===== config.mk =====
export PLATFORM = sky130hd
export DESIGN_NAME = adcfifo_rd_ctrl
export DESIGN_NICKNAME = d
export VERILOG_FILES = /design/src/rtl/adcfifo_pkg.sv /design/src/rtl/adcfifo_skid2.sv /design/src/rtl/adcfifo_rd_ctrl.sv
export SDC_FILE = /design/constraint.sdc
export NUM_CORES = 1
export LEC_CHECK = 0
export BUFFER_PORTS_ARGS = -buffer_cell sky130_fd_sc_hd__buf_2
export CAP_MARGIN = 10
export CORE_ASPECT_RATIO = 1.25
export CORE_UTILIZATION = 41
export CTS_CLUSTER_SIZE = 10
export DETAILED_ROUTE_END_ITERATION = 10
export PLACE_DENSITY = 0.68
export REMOVE_ABC_BUFFERS = 1
export SLEW_MARGIN = 10
export SYNTH_ARGS = -nofsm -noshare
export SYNTH_HDL_FRONTEND = slang
export SYNTH_SLANG_ARGS = --single-unit

===== constraint.sdc =====
create_clock -name CLK -period 2.6 [get_ports CLK]
set_input_delay 0.39 -clock CLK [delete_from_list [all_inputs] [get_ports CLK]]
set_output_delay 0.39 -clock CLK [all_outputs]
set_load 0.02 [all_outputs]

===== src/rtl/adcfifo_pkg.sv =====
// Shared types and helpers for the ADC sample FIFO (64 x 16, two-port RAM).
// Used by both the read-side and the write-side controllers.
package adcfifo_pkg;

    localparam int ADCFIFO_DW = 16;
    localparam int ADCFIFO_AW = 6;

    // Pointers carry one extra wrap bit above the RAM address.
    typedef logic [ADCFIFO_AW:0]   ptr_t;
    typedef logic [ADCFIFO_DW-1:0] sample_t;

    // Number of entries between two pointers, modulo 2^(AW+1).
    function automatic ptr_t ptr_diff(input ptr_t a, input ptr_t b);
        return a - b;
    endfunction

endpackage


===== src/rtl/adcfifo_skid2.sv =====
// Two-entry register FIFO that absorbs the RAM read latency on the read side.
// Supports simultaneous push and pop (order preserved) and a synchronous clear.
module adcfifo_skid2
    import adcfifo_pkg::*;
#(
    parameter int DW = ADCFIFO_DW
)
(
    input  logic          i_clk,
    input  logic          i_rst,
    input  logic          i_push,
    input  logic          i_pop,
    input  logic          i_clear,
    input  logic [DW-1:0] i_din,
    output logic [DW-1:0] o_dout,
    output logic [1:0]    o_count
);

    logic [DW-1:0] r_head;
    logic [DW-1:0] r_tail;
    logic [1:0]    r_count;
    logic          w_pop;

    // A pop on an empty buffer is ignored.
    assign w_pop   = i_pop && (r_count != 2'd0);
    assign o_dout  = r_head;
    assign o_count = r_count;

    // Entry storage and occupancy; clear wins over push/pop.
    always_ff @(posedge i_clk or posedge i_rst) begin
        if (i_rst) begin
            r_head  <= '0;
            r_tail  <= '0;
            r_count <= 2'd0;
        end else if (i_clear) begin
            r_count <= 2'd0;
        end else begin
            case ({i_push, w_pop})
                2'b10: begin
                    if (r_count == 2'd0) begin
                        r_head  <= i_din;
                        r_count <= 2'd1;
                    end else if (r_count == 2'd1) begin
                        r_tail  <= i_din;
                        r_count <= 2'd2;
                    end
                end
                2'b01: begin
                    r_head  <= r_tail;
                    r_count <= r_count - 2'd1;
                end
                2'b11: begin
                    if (r_count == 2'd1) begin
                        r_head <= i_din;
                    end else begin
                        r_head <= r_tail;
                        r_tail <= i_din;
                    end
                end
                default: begin
                end
            endcase
        end
    end

endmodule


===== src/rtl/adcfifo_rd_ctrl.sv =====
// Read-side controller of the ADC sample FIFO: issues RAM reads while the RAM
// holds unread samples, absorbs the one-cycle read latency in a 2-entry skid
// buffer and streams samples out on a valid/ready interface.
// Optional feature macro: ADCFIFO_RD_WATERMARK_EN (adds wm_thresh / wm_hit).
//
// Handshake: a sample transfers on every rising CLK edge where out_valid and
// out_ready are both high; out_valid never depends on out_ready, and out_data
// holds steady while out_valid is high and out_ready is low.
module adcfifo_rd_ctrl
    import adcfifo_pkg::*;
#(
    parameter int DW = ADCFIFO_DW,
    parameter int AW = ADCFIFO_AW
)
(
    input  logic          CLK,
    input  logic          RESET,
    input  logic [AW:0]   wr_ptr,
    output logic [AW:0]   rd_ptr,
    output logic [AW-1:0] ram_raddr,
    output logic          ram_ren,
    input  logic [DW-1:0] ram_rd,
    output logic [DW-1:0] out_data,
    output logic          out_valid,
    input  logic          out_ready,
    output logic          empty,
    output logic [AW:0]   level,
    input  logic          flush
`ifdef ADCFIFO_RD_WATERMARK_EN
    ,
    input  logic [AW:0]   wm_thresh,
    output logic          wm_hit
`endif
);

    logic [AW:0] r_rd_ptr;
    logic        r_rd_inflight;
    logic [1:0]  w_count;
    logic        w_ram_empty;
    logic        w_pop;
    logic        w_issue;
    logic [2:0]  w_occ;
    logic [2:0]  w_occ_after;

    // Full-width compare: RAM-full (pointers differ only in the wrap bit) is non-empty.
    assign w_ram_empty = (wr_ptr == r_rd_ptr);
    assign w_pop       = out_valid && out_ready;

    // Buffered plus in-flight samples, less the one leaving this cycle. Counting
    // the departing sample lets a new read issue every cycle while streaming.
    assign w_occ       = {1'b0, w_count} + {2'b00, r_rd_inflight};
    assign w_occ_after = w_occ - {2'b00, w_pop};
    assign w_issue     = !flush && !w_ram_empty && (w_occ_after < 3'd2);

    assign ram_ren   = w_issue;
    assign ram_raddr = r_rd_ptr[AW-1:0];
    assign rd_ptr    = r_rd_ptr;
    assign out_valid = (w_count != 2'd0);
    assign level     = ptr_diff(wr_ptr, r_rd_ptr);
    assign empty     = w_ram_empty && (w_count == 2'd0) && !r_rd_inflight;

    // Read pointer advance and read-latency tracking; flush resyncs to the writer.
    always_ff @(posedge CLK or posedge RESET) begin
        if (RESET) begin
            r_rd_ptr      <= '0;
            r_rd_inflight <= 1'b0;
        end else begin
            if (flush) begin
                r_rd_ptr <= wr_ptr;
            end else if (w_issue) begin
                r_rd_ptr <= r_rd_ptr + 1'b1;
            end
            r_rd_inflight <= w_issue;
        end
    end

    adcfifo_skid2 #(.DW(DW)) u_skid (
        .i_clk   (CLK),
        .i_rst   (RESET),
        .i_push  (r_rd_inflight),
        .i_pop   (w_pop),
        .i_clear (flush),
        .i_din   (ram_rd),
        .o_dout  (out_data),
        .o_count (w_count)
    );

`ifdef ADCFIFO_RD_WATERMARK_EN
    logic r_wm_hit;
    assign wm_hit = r_wm_hit;

    // Registered watermark flag; a zero threshold always reports a hit.
    always_ff @(posedge CLK or posedge RESET) begin
        if (RESET) begin
            r_wm_hit <= 1'b0;
        end else begin
            r_wm_hit <= (wm_thresh == '0) || (level >= wm_thresh);
        end
    end
`endif

endmodule


# Word level (Yosys, flattened, before mapping)
# Index checks and enable logic that the tools add are counted.
[word_totals]
word_cells = 51
inputBits = 27
out_inout_bits = 39
ff_bits = 42
[op_classes]
bitwise_logic = 1
n_reduce_logical = 18
n_lt_le_gt_ge = 1
n_eq_ne = 9
n_mux = 12
add_sub_neg = 5
[op_table]
columns = ["op", "count"]
rows = [
  ["16-bit two-way mux", 4],
  ["16-bit one-hot mux with 3 select lines", 1],
  ["16-bit one-hot mux with 2 select lines", 1],
  ["7-bit two-way mux", 2],
  ["7-bit by 1-bit adder with 7-bit output, second input constant", 1],
  ["7-bit equality test", 1],
  ["7-bit subtractor", 1],
  ["1-bit logical AND", 6],
  ["2-bit two-way mux", 3],
  ["2-bit inequality test, second input constant", 3],
  ["2-bit nonzero test", 3],
  ["3-bit nonzero test", 2],
  ["2-bit by 1-bit equality test with 1-bit output, second input constant", 2],
  ["2-bit equality test, second input constant", 2],
  ["4-bit by 3-bit inequality test with 1-bit output, second input constant", 1],
  ["2-bit one-hot mux with 2 select lines", 1],
  ["4-bit AND reduction", 1],
  ["2-bit by 1-bit adder with 3-bit output", 1],
  ["1-bit logical NOT", 3],
  ["3-bit by 2-bit < comparator with 1-bit output, second input constant", 1],
  ["3-bit AND reduction", 1],
  ["3-bit by 1-bit subtractor with 3-bit output", 1],
  ["2-bit logical NOT", 1],
  ["2-bit AND reduction", 1],
  ["other kinds (2)", 2],
]

# Longest topological paths before layout
[depth]
word_depth = 7
mapped_depth = 11
ltp_nobuf = 10

# Modules after synthesis
# From an unflattened synthesis, not the netlist that was laid out.
[hier_totals]
hier_cells = 238
area_unflattened_um2 = 2503.7
[by_module_without_submodules]
columns = ["mod", "n_inst", "seq_area_each_um2", "area_per_inst_um2", "cells_each"]
rows = [
  ["adcfifo_skid2", 1, 850.8, 1632.8, 133],
  ["adcfifo_rd_ctrl", 1, 200.2, 870.8, 105],
]

# Worst setup path before layout
# No wires, ideal clock.
[synth_timing]
path_kind = "register to output"
from = "register u_skid.r_count[1], in the netlist u_skid.o_count[1]"
to = "output ram_ren"
path_buffers = 1
setup_slack_ps = -309
required_time_ps = 2210
arrival_time_ps = 2519
path_stages_with_launch = 11
cell_sequence = "dfrtp_1 -> inv_1 -> ha_1 -> nor2b_1 -> ha_1 -> nand2b_1 -> fa_1 -> xnor2_4 -> o311ai_2 -> buf_6 -> nor2_1"
[synth_via]
elab_chain_len = 5
word_cells_on_any_way = 6
cone_classes = "add/sub (2); order compare (1); reduce/logical (3)"
[synth_rtl]
columns = ["element", "line", "rtl"]
rows = [
  ["start, declared", "adcfifo_skid2.sv:21", "logic [1:0] r_count;"],
  ["start signal, assigned", "adcfifo_skid2.sv:50", "r_count <= r_count - 2'd1;"],
  ["branches (longest 2 deep; another with 2-bit by 1-bit adder with 3-bit output)", "n/a", ""],
  ["3-bit by 1-bit subtractor with 3-bit output (*)", "adcfifo_rd_ctrl.sv:52", "assign w_occ_after = w_occ - {2'b00, w_pop};"],
  ["3-bit by 2-bit < comparator with 1-bit output (*)", "adcfifo_rd_ctrl.sv:53", "assign w_issue = !flush && !w_ram_empty && (w_occ_after < 3'd2);"],
  ["1-bit logical AND (*)", "adcfifo_rd_ctrl.sv:53", ""],
  ["end, declared", "adcfifo_rd_ctrl.sv:21", "output logic ram_ren,"],
]
# Every way passes the cells marked *.

# Worst setup path after layout
[layout_timing]
from = "register u_skid.r_count[0], in the netlist u_skid.o_count[0]"
to = "output ram_ren"
# The elaborated chain is that of the path after synthesis.

==> results_dict.tcl <==
set metrics [dict create \
    status "finished with violations" \
    violations "DRC, setup timing" \
    clk_pin_slew_ps 90 \
    syn_inst 236 \
    setup_ws_ps -153 \
    drt_wl_total_um 5210 \
    power_mw 4.03 \
    areaGrowthSynthToFinish_pct 30.8 \
    hold_buffers 0 \
    synthArstFlopShare_pct 100 \
    drive_gt1_share_pct 39.9 \
    grt_pass1_wl_um 8400 \
    grt_pass1_vias 1835 \
    ir_worst_vdd_uv 825 \
    antenna_found_initial 0 \
    detail-route-antenna-nets 0 \
    r2r_end "rd_ptr[5]" \
    path_common_cell "ha_4" \
    crit_arrival_ps 2360 \
    path_class "reg -> out" \
    fin_crit_ps 2750 \
    dpl-instance-area_sq_mm 0.00287 \
    rrSetupSlack_ps -100 \
    viasPerCell 5.20 \
    slowest_stage "fa_2" \
    rows 30 \
    gp_congestion 0.822 \
    wl_per_cell_um 13.5 \
    yosys_warnings 0 \
    critPathCaptureType "primary output" \
    start_kind "register" \
    firstDrtPassIters 7 \
    design_area_sq_mm 0.00316 \
    clk_latency_ps 290 \
    place_hpwl_um 3780 \
    setup_viol 3 \
    final_nets 359 \
    fp.dieH_um 87.8 \
    cts-buffers-inserted 5 \
    drc 14 \
    syn_area_per_cell_sq_um 10.2 \
    p_leak_nw 1.58 \
    crit_fanout 2 \
    grt_max_degree 33 \
    cts_tree "done" \
    fp.coreArea_sq_mm 0.00556 \
    ys.flop_type "dfrtp_1" \
    grt.overflow.total 0 \
    hp-class "in -> async" \
    synth_seq_cells 42 \
    r2r_start "u_skid.o_count[0]" \
    synthDistinctLibCells 44 \
    tightest_slew_ps 1010 \
    syn_area_sq_mm 0.00242 \
    port_buffers 65 \
    cts.sinks 42 \
    maxCapViolCount 0 \
    timing.critical_path.buf_inv 2 \
    crit_required_ps 2210 \
    rsz0062_at_grt "true" \
    antennaDiodeCount 0 \
    fmaxAchievable_mhz 363 \
    reg2regPathDepth 11 \
    io_pins 66 \
    cts_buffer_depth 2 \
    powerDensity_mw_per_mm2 1280 \
    drv_slew 0 \
    slew_headroom_pct 32.6 \
    yosysSeqAreaShare_pct 43.5 \
    fillers 479 \
    synth_edf_count 0 \
    drt-initial-drc-count 59 \
    cpPeakStageDelay_ps 380 \
    grt_usage_pct 17.4 \
    die_w_um 70.7 \
    path_cells "inv_2 -> ha_4 -> nor2b_4 -> ha_4 -> nand2b_4 -> fa_2 -> xnor2_4 -> o311ai_4 -> nor2_2 -> buf_6" \
    fin_crit_sh_pct 106 \
    die_area_sq_mm 0.00621 \
    vias 2001 \
    hold_violations 0 \
    start_util_pct 43.5 \
    cts_htree_levels 2 \
    dpl_worst_slack_ps -269 \
    clock_skew_ps 9.57 \
    crit_family "adder cells" \
    cts_root_buffer "clkbuf_8" \
]
## logic make-up (layout without fill, tap and decap cells)
| family | count (synthesis) | in the layout | synth area share [%] |
|---|---|---|---|
| AO/OA/AOI/OAI | 45 | 45 | 12.0 |
| multiplexers | 34 | 34 | 14.9 |
| AND/OR/NAND/NOR | 65 | 65 | 13.1 |
| adder cells (fa/ha/maj) | 12 | 12 | 6.84 |
| XOR/XNOR | 6 | 6 | 3.26 |
| flip-flops | 42 | 42 | 43.5 |
| buffers and inverters | 32 | 117 | 6.47 |
## state kept, by name, summed over array words and instances (netlist names)
register        flops
u_skid.r_tail      16
u_skid.o_dout      16
u_skid.o_count      2
r_rd_inflight       1
rd_ptr              7
## area by class of cell
type                       count  area [sq um]  area share (%)
clock inverter                 3          68.8            2.18
tap                           64          80.1            2.53
inverter                      18          67.6            2.14
timing repair buffer          91           527            16.7
multi-input combinational    162          1290            41.0
clock buffer                   5          68.8            2.18
sequential                    42          1050            33.3
## cells in the final DEF (no fill, tap or decap), drive strengths merged, types with 2 or more instances in the layout
cell,count
o211ai,4
mux2i,18
bufinv,2
mux2,16
xor2,3
nand3,4
nor2,30
nor3,4
or3,4
a31oi,4
a21oi,18
buf,91
a221oi,2
nand2,7
nor2b,5
o31a,2
nand4,3
clkbuf,5
ha,10
o21ai,7
fa,2
nand2b,2
inv,16
xnor2,3
o21a,3
dfrtp,42
or4,2
clkinv,3
## repair_timing
action	4_1_cts	5_1_grt
resized for setup	10	11
buffers inserted	4	4
pin swaps	8	6
endpoints found under the setup margin	6	7
## Yosys cell counts, types with 3 or more instances
| cell type | instances | area, sq um |
|---|---|---|
| dfrtp_1 | 42 | 1050 |
| nor2_1 | 30 | 113 |
| a21oi_1 | 18 | 90.1 |
| mux2i_1 | 18 | 180 |
| inv_1 | 17 | 63.8 |
| ha_1 | 10 | 125 |
| mux2_1 | 10 | 113 |
| buf_4 | 7 | 52.6 |
| nand2_1 | 7 | 26.3 |
| mux2_2 | 6 | 67.6 |
| o21ai_0 | 6 | 30.0 |
| nor2b_1 | 5 | 31.3 |
| a31oi_1 | 4 | 25.0 |
| clkbuf_1 | 4 | 15.0 |
| nand3_1 | 4 | 20.0 |
| nor3_1 | 4 | 20.0 |
| o211ai_1 | 4 | 30.0 |
| o21a_1 | 3 | 22.5 |
| or3_1 | 3 | 18.8 |
## through the flow
| step | cells | hold WS, ps | utilization, % | TNS [ps] |
|---|---|---|---|---|
| after floorplan | 222 | 456 | - | -1080 |
| after global placement | 369 | 473 | 51.7 | -534 |
| after detailed placement | 369 | 480 | 51.7 | -942 |
| after CTS | 381 | 226 | 55.5 | -409 |
| after global routing | 385 | 268 | 56.9 | -735 |
| final | 385 | 205 | 56.9 | -330 |
## metal layers
layer	routed length [um]	part of all wire, %	GRT usage (%)	up-vias
met5	0	0	0	-
met2	2620	50	32.0	54
met3	243	4.7	3.68	7
met1	2300	44	20.2	943
met4	51	0.98	5.45	0
li1	-	-	-	997
## where the power goes
group | total, mW | internal (mW) | leakage, nW | switching [mW]
Clock | 0.614 | 0.385 | 0.0683 | 0.229
Sequential | 1.12 | 0.958 | 0.492 | 0.159
Combinational | 2.30 | 1.04 | 1.02 | 1.26
## worst max-delay path by stage
| stage | end | start | cells after the start |
|---|---|---|---|
| 2_1_floorplan | ram_ren | u_skid.o_count[1] | 9 |
| 3_3_place_gp | ram_ren | u_skid.o_count[0] | 10 |
| 3_5_place_dp | rd_ptr[3] | u_skid.o_count[0] | 11 |
| 4_1_cts | ram_ren | u_skid.o_count[1] | 10 |
| 5_1_grt | ram_ren | u_skid.o_count[1] | 10 |
| 6_report | ram_ren | u_skid.o_count[0] | 10 |
## worst register-to-register path, stage by stage, from the launching register on
cell,delay (ps)
dfrtp_1,370
inv_2,60
ha_4,160
nor2b_4,140
ha_4,210
nand2b_4,140
fa_2,380
xnor2_4,190
o311ai_4,150
buf_4,190
or4_1,460
a31oi_1,170
Note: power is estimated with default switching activity, not from simulation.
